[src/rtl/matmul_result_drain.sv]
// matmul_result_drain: snapshots a finished result matrix and streams requantized, saturated elements with addresses.
module matmul_result_drain #(
  parameter int M = 8,
  parameter int P = 8,
  parameter int RESULT_WIDTH = 16,
  parameter int OUT_WIDTH = 8,
  parameter int ADDR_WIDTH = 10
) (
  input  logic                         clk,
  input  logic                         rst,
  input  logic                         done,
  input  logic [M*P*RESULT_WIDTH-1:0]  result_c,
  input  logic [3:0]                   shift,
  input  logic [ADDR_WIDTH-1:0]        base_addr,
  output logic                         out_valid,
  input  logic                         out_ready,
  output logic [OUT_WIDTH-1:0]         out_data,
  output logic [ADDR_WIDTH-1:0]        out_addr,
  output logic                         out_last,
  output logic                         busy,
  output logic [7:0]                   sat_count,
  output logic                         drop_err
);
  localparam int N = M * P;
  localparam int KW = N > 1 ? $clog2(N) : 1;
  localparam logic signed [RESULT_WIDTH:0] MAXV = (RESULT_WIDTH+1)'((1 << (OUT_WIDTH - 1)) - 1);
  localparam logic signed [RESULT_WIDTH:0] MINV = ~MAXV;
  typedef enum logic {IDLE, DRAIN} state_t;
  state_t state;
  logic [N*RESULT_WIDTH-1:0] snap;
  logic [3:0] shift_r, sh;
  logic [KW-1:0] k;
  logic out_sat, sat, nl;
  int idx;
  logic [RESULT_WIDTH-1:0] x;
  logic signed [RESULT_WIDTH:0] xe, rnd, r;
  logic [OUT_WIDTH-1:0] q;
  // The next element to present: element 0 straight from the input on done, otherwise k+1 from the snapshot.
  always_comb begin
    idx = (state == IDLE || int'(k) == N - 1) ? 0 : int'(k) + 1;
    nl = state == IDLE ? N == 1 : int'(k) + 1 == N - 1;
    sh = state == IDLE ? shift : shift_r;
    x = state == IDLE ? result_c[idx*RESULT_WIDTH +: RESULT_WIDTH] : snap[idx*RESULT_WIDTH +: RESULT_WIDTH];
    xe = {x[RESULT_WIDTH-1], x};
    rnd = sh == 4'd0 ? '0 : (RESULT_WIDTH+1)'(1) << (sh - 4'd1);
    r = (xe + rnd) >>> sh;
    sat = r > MAXV || r < MINV;
    q = r > MAXV ? MAXV[OUT_WIDTH-1:0] : r < MINV ? MINV[OUT_WIDTH-1:0] : r[OUT_WIDTH-1:0];
  end
  always_ff @(posedge clk or posedge rst) begin
    if (rst) begin
      state <= IDLE;
      snap <= '0;
      shift_r <= '0;
      k <= '0;
      out_valid <= 1'b0;
      out_data <= '0;
      out_addr <= '0;
      out_last <= 1'b0;
      out_sat <= 1'b0;
      busy <= 1'b0;
      sat_count <= '0;
      drop_err <= 1'b0;
    end else if (state == IDLE) begin
      if (done) begin
        state <= DRAIN;
        snap <= result_c;
        shift_r <= shift;
        k <= '0;
        sat_count <= '0;
        out_valid <= 1'b1;
        busy <= 1'b1;
        out_data <= q;
        out_addr <= base_addr;
        out_last <= nl;
        out_sat <= sat;
      end
    end else begin
      if (done) drop_err <= 1'b1;
      if (out_ready) begin
        if (out_sat && sat_count != 8'hff) sat_count <= sat_count + 8'd1;
        if (out_last) begin
          state <= IDLE;
          k <= '0;
          out_valid <= 1'b0;
          busy <= 1'b0;
          out_data <= '0;
          out_addr <= '0;
          out_last <= 1'b0;
          out_sat <= 1'b0;
        end else begin
          k <= k + KW'(1);
          out_data <= q;
          out_addr <= out_addr + ADDR_WIDTH'(1);
          out_last <= nl;
          out_sat <= sat;
        end
      end
    end
  end
endmodule
[config.mk]
export PLATFORM = sky130hd
export DESIGN_NAME = matmul_result_drain
export DESIGN_NICKNAME = d
export VERILOG_FILES = /design/src/rtl/matmul_result_drain.sv
export SDC_FILE = /design/constraint.sdc
export NUM_CORES = 2
export LEC_CHECK = 0
export ABC_AREA = 1
export CAP_MARGIN = 20
export CORE_AREA = 5 5 411 413
export CTS_CLUSTER_SIZE = 16
export DETAILED_ROUTE_END_ITERATION = 10
export DIE_AREA = 0 0 416 418
export PLACE_DENSITY = 0.57
export SLEW_MARGIN = 20
export SYNTH_ARGS = -nofsm -noshare
export SYNTH_HDL_FRONTEND = slang
export SYNTH_SLANG_ARGS = --single-unit
export TNS_END_PERCENT = 1
[constraint.sdc]
create_clock -name clk -period 71.3 [get_ports clk]
set_clock_uncertainty 0.15 [all_clocks]
set_input_delay 10.695 -clock clk [delete_from_list [all_inputs] [get_ports clk]]
set_output_delay 10.695 -clock clk [all_outputs]
set_load 0.005 [all_outputs]
==> insert_results.sql <==
INSERT INTO impl_metrics (metric_group, metric, value, unit) VALUES
('logic_synthesis', 'synth_adder_area_share', '0.494', '%'),
('critical_path', 'cp_data_required_time', '71.75', 'ns'),
('floorplan', 'die-area', '174000', 'um^2'),
('cells_and_area', 'final_layout_size_suffix_gt1_share', '3.69', '%'),
('power', 'power_leakage', '33.8', 'nW'),
('logic_synthesis', 'synth_compound_area_share', '16.2', '%'),
('logic_synthesis', 'yosysSeqAreaShare', '48.7', '%'),
('logic_synthesis', 'yosys.area_share.simple', '27.0', '%'),
('grt', 'global_route_wire_length_before_repair', '356000', 'um'),
('logic_synthesis', 'synth.mux.area_fraction', '0', '%'),
('logic_synthesis', 'syn-mean-instance-area', '7.34', 'um^2'),
('grt', 'track_usage', '27.0', '%'),
('routing', 'met1Wirelength', '100000', 'um'),
('power', 'worst_vdd_ir', '0.0000354', 'V'),
('critical_path', 'cpMostUsedCell', 'sky130_fd_sc_hd__nand2_1', ''),
('critical_path', 'critical_path.max_fanout', '19', ''),
('logic_synthesis', 'synth.top_cell.area_share', '48.7', '%'),
('clock_network', 'postCtsSetupRepairBufs', '0', ''),
('clock_network', 'tritoncts', 'built', ''),
('critical_path', 'critical_path_class', 'primary input to flop', ''),
('timing', 'max_freq', '65.2', 'MHz'),
('critical_path', 'cpPeakStageDelay', '0.47', 'ns'),
('timing', 'report.final.setup_viol', '0', ''),
('timing', 'finalHoldViolations', '0', ''),
('logic_synthesis', 'yosys_warnings', '0', ''),
('critical_path', 'worst_r2r_startpoint', 'k[0]', ''),
('clock_network', 'cts.reportedPaths.clkPinSlew', '0.06', 'ns'),
('routing', 'vias_per_cell', '5.17', ''),
('timing', 'worst_slack', '55.96', 'ns'),
('routing', 'totalWireLength', '245000', 'um'),
('logic_synthesis', 'post_synth_num_cell_types', '47', ''),
('critical_path', 'critPathBufInv', '5', ''),
('placed_design', 'gp_congestion', '0.883', ''),
('clock_network', 'cts_hold_buffers', '0', ''),
('cells_and_area', 'most-common-layout-cells', 'sky130_fd_sc_hd__nand2_1 (3,056), sky130_fd_sc_hd__clkdlybuf4s50_1 (1,071), sky130_fd_sc_hd__dfrtp_1 (1,064), sky130_fd_sc_hd__o21ai_0 (829), sky130_fd_sc_hd__nand3_1 (515)', ''),
('flow_run', 'drv.max_cap_violation_count', '0', ''),
('grt', 'grt_antenna_before_repair', '60', ''),
('timing', 'max_slew_margin_vs_limit', '27.3', '%'),
('cells_and_area', 'mostFrequentLayoutCell', 'sky130_fd_sc_hd__nand2_1', ''),
('clock_network', 'worst_skew_pair.late_latency', '0.76', 'ns'),
('logic_synthesis', 'synth.largest_area_cell', 'sky130_fd_sc_hd__dfrtp_1', ''),
('critical_path', 'worst-endpoint-arrival', '15.79', 'ns'),
('timing', 'grt_setup_unrepaired', 'false', ''),
('timing', 'tightest_slew', '1.09', 'ns'),
('min_path', 'worst_hold_path_type', 'flop to flop', ''),
('timing', 'drv_slew', '0', ''),
('cells_and_area', 'layout.area.seq', '26700', 'um^2'),
('placed_design', 'place_worst_setup_slack', '54.96', 'ns'),
('logic_synthesis', 'synth_seq_cells', '1065', ''),
('routing', 'detail-route-antenna-nets', '0', ''),
('routing', 'route.detailed.drc', '0', ''),
('routing', 'detail_route.iter0.violations', '5803', ''),
('critical_path', 'crit_path_start_kind', 'primary input', ''),
('clock_network', 'cts.repair.resized', '0', ''),
('floorplan', 'num_rows', '149', ''),
('cells_and_area', 'multi_input_comb_area', '24000', 'um^2'),
('logic_synthesis', 'largest_family_of_logic_cells_by_synthesized_area', 'simple AND/OR/NAND/NOR gates', ''),
('cells_and_area', 'nNetsFinal', '9226', ''),
('logic_synthesis', 'post_synthesis_share_of_cell_area_spent_on_xor_and_xnor_gates', '0.176', '%'),
('logic_synthesis', 'synth_top_cells_by_area', 'sky130_fd_sc_hd__dfrtp_1 (49%), sky130_fd_sc_hd__nand2_1 (21%), sky130_fd_sc_hd__o21ai_0 (7.6%), sky130_fd_sc_hd__nand3_1 (4.7%), sky130_fd_sc_hd__o211ai_1 (3.6%)', ''),
('clock_network', 'cts_num_sinks', '1065', ''),
('critical_path', 'worst_path_dominant_cell_family', 'simple AND/OR/NAND/NOR gates', ''),
('floorplan', 'die_w', '416', 'um'),
('logic_synthesis', 'synth_enable_flop_cells', '0', ''),
('status', 'status', 'completed', ''),
('critical_path', 'crit_path_top_delay_cell', 'sky130_fd_sc_hd__o21ai_0', ''),
('grt', 'first_global_vias', '53100', ''),
('timing', 'setup-tns-final', '0', 'ns'),
('clock_network', 'clockRootBuffer', 'sky130_fd_sc_hd__clkbuf_16', ''),
('routing', 'routed-wl-met2', '120000', 'um'),
('timing', 'post-route-min-period', '15.34', 'ns');
==> Yosys cell counts (all sizes together) (7+ instances only) <==
cell type  instances
a31oi            128
a21oi            314
ha                20
xor2               9
clkbuf           457
buf               97
nor2              88
nor3               8
nand3            520
o22ai              7
inv              505
nand4             24
o211ai           260
dfrtp           1065
o21ai            833
a32o              14
nand2           3064
==> final cells by class <==
cell class	instances	area share [%]
Clock buffer	194	5.33
Sequential cell	1065	37.5
Timing Repair Buffer	1147	16.2
Multi-Input combinational cell	5322	33.8
Antenna cell	49	0.173
Clock inverter	26	0.440
Tap cell	2189	3.85
Inverter	507	2.73
==> worst register-to-register path: cells and delay by family (launching register included) <==
kind                     cells  cell delay (ns)
buffers and inverters        6             3.10
flip-flops                   1             0.42
AND/OR/NAND/NOR             16             2.20
adder cells (fa/ha/maj)      3             0.96
AO/OA/AOI/OAI                8             2.06
==> power by group <==
group          switching (mW)  internal (mW)
registers              0.0879          0.780
logic                   0.746          0.364
clock network           0.270          0.372
total                    1.10           1.52
==> path summary, 6_finish.rpt <==
check	end	cells past startpoint	slack, ns
min in group asynchronous	snap[778]	2	10.32
setup reg to reg	out_data[2]	33	62.25
max in group asynchronous	snap[101]	7	55.98
setup / recovery	out_data[2]	28	55.96
hold reg to reg	snap[660]	2	0.33
hold / removal	snap[660]	2	0.33
==> sequential cells by signal, indices dropped and copies added (netlist names) <==
register and flops:
snap 1024, out_addr 10, out_data 8, sat_count 8, k 6, shift_r 4, busy 1, drop_err 1
out_last 1, out_sat 1, state 1
==> logic make-up (layout without fill, tap and decap cells) <==
logic type,Yosys count,count (layout)
simple gates,3710,3710
compound gates,1579,1579
flops,1065,1065
buf+inv,1061,1874
fa+ha+maj,21,21
xor+xnor,11,11
other cells,1,50
==> metal layers <==
layer  up-vias  track usage (%)
met5         -                0
li1      25700                -
met4        16             12.5
met3       384             3.85
met1     26300             34.7
met2      1943             45.1
==> through the flow <==
| stage | util (%) | cells | hold slack [ns] |
|---|---|---|---|
| 6_report | 43.2 | 10500 | 0.327 |
| 5_1_grt | 43.2 | 10500 | 0.340 |
| 4_1_cts | 43.1 | 10400 | 0.326 |
| 3_5_place_dp | 40.6 | 10200 | 0.311 |
| 3_3_place_gp | 40.6 | 10200 | 0.297 |
| 2_1_floorplan | - | 7448 | 0.291 |
No activity file was read; power rests on OpenSTA's default activity.
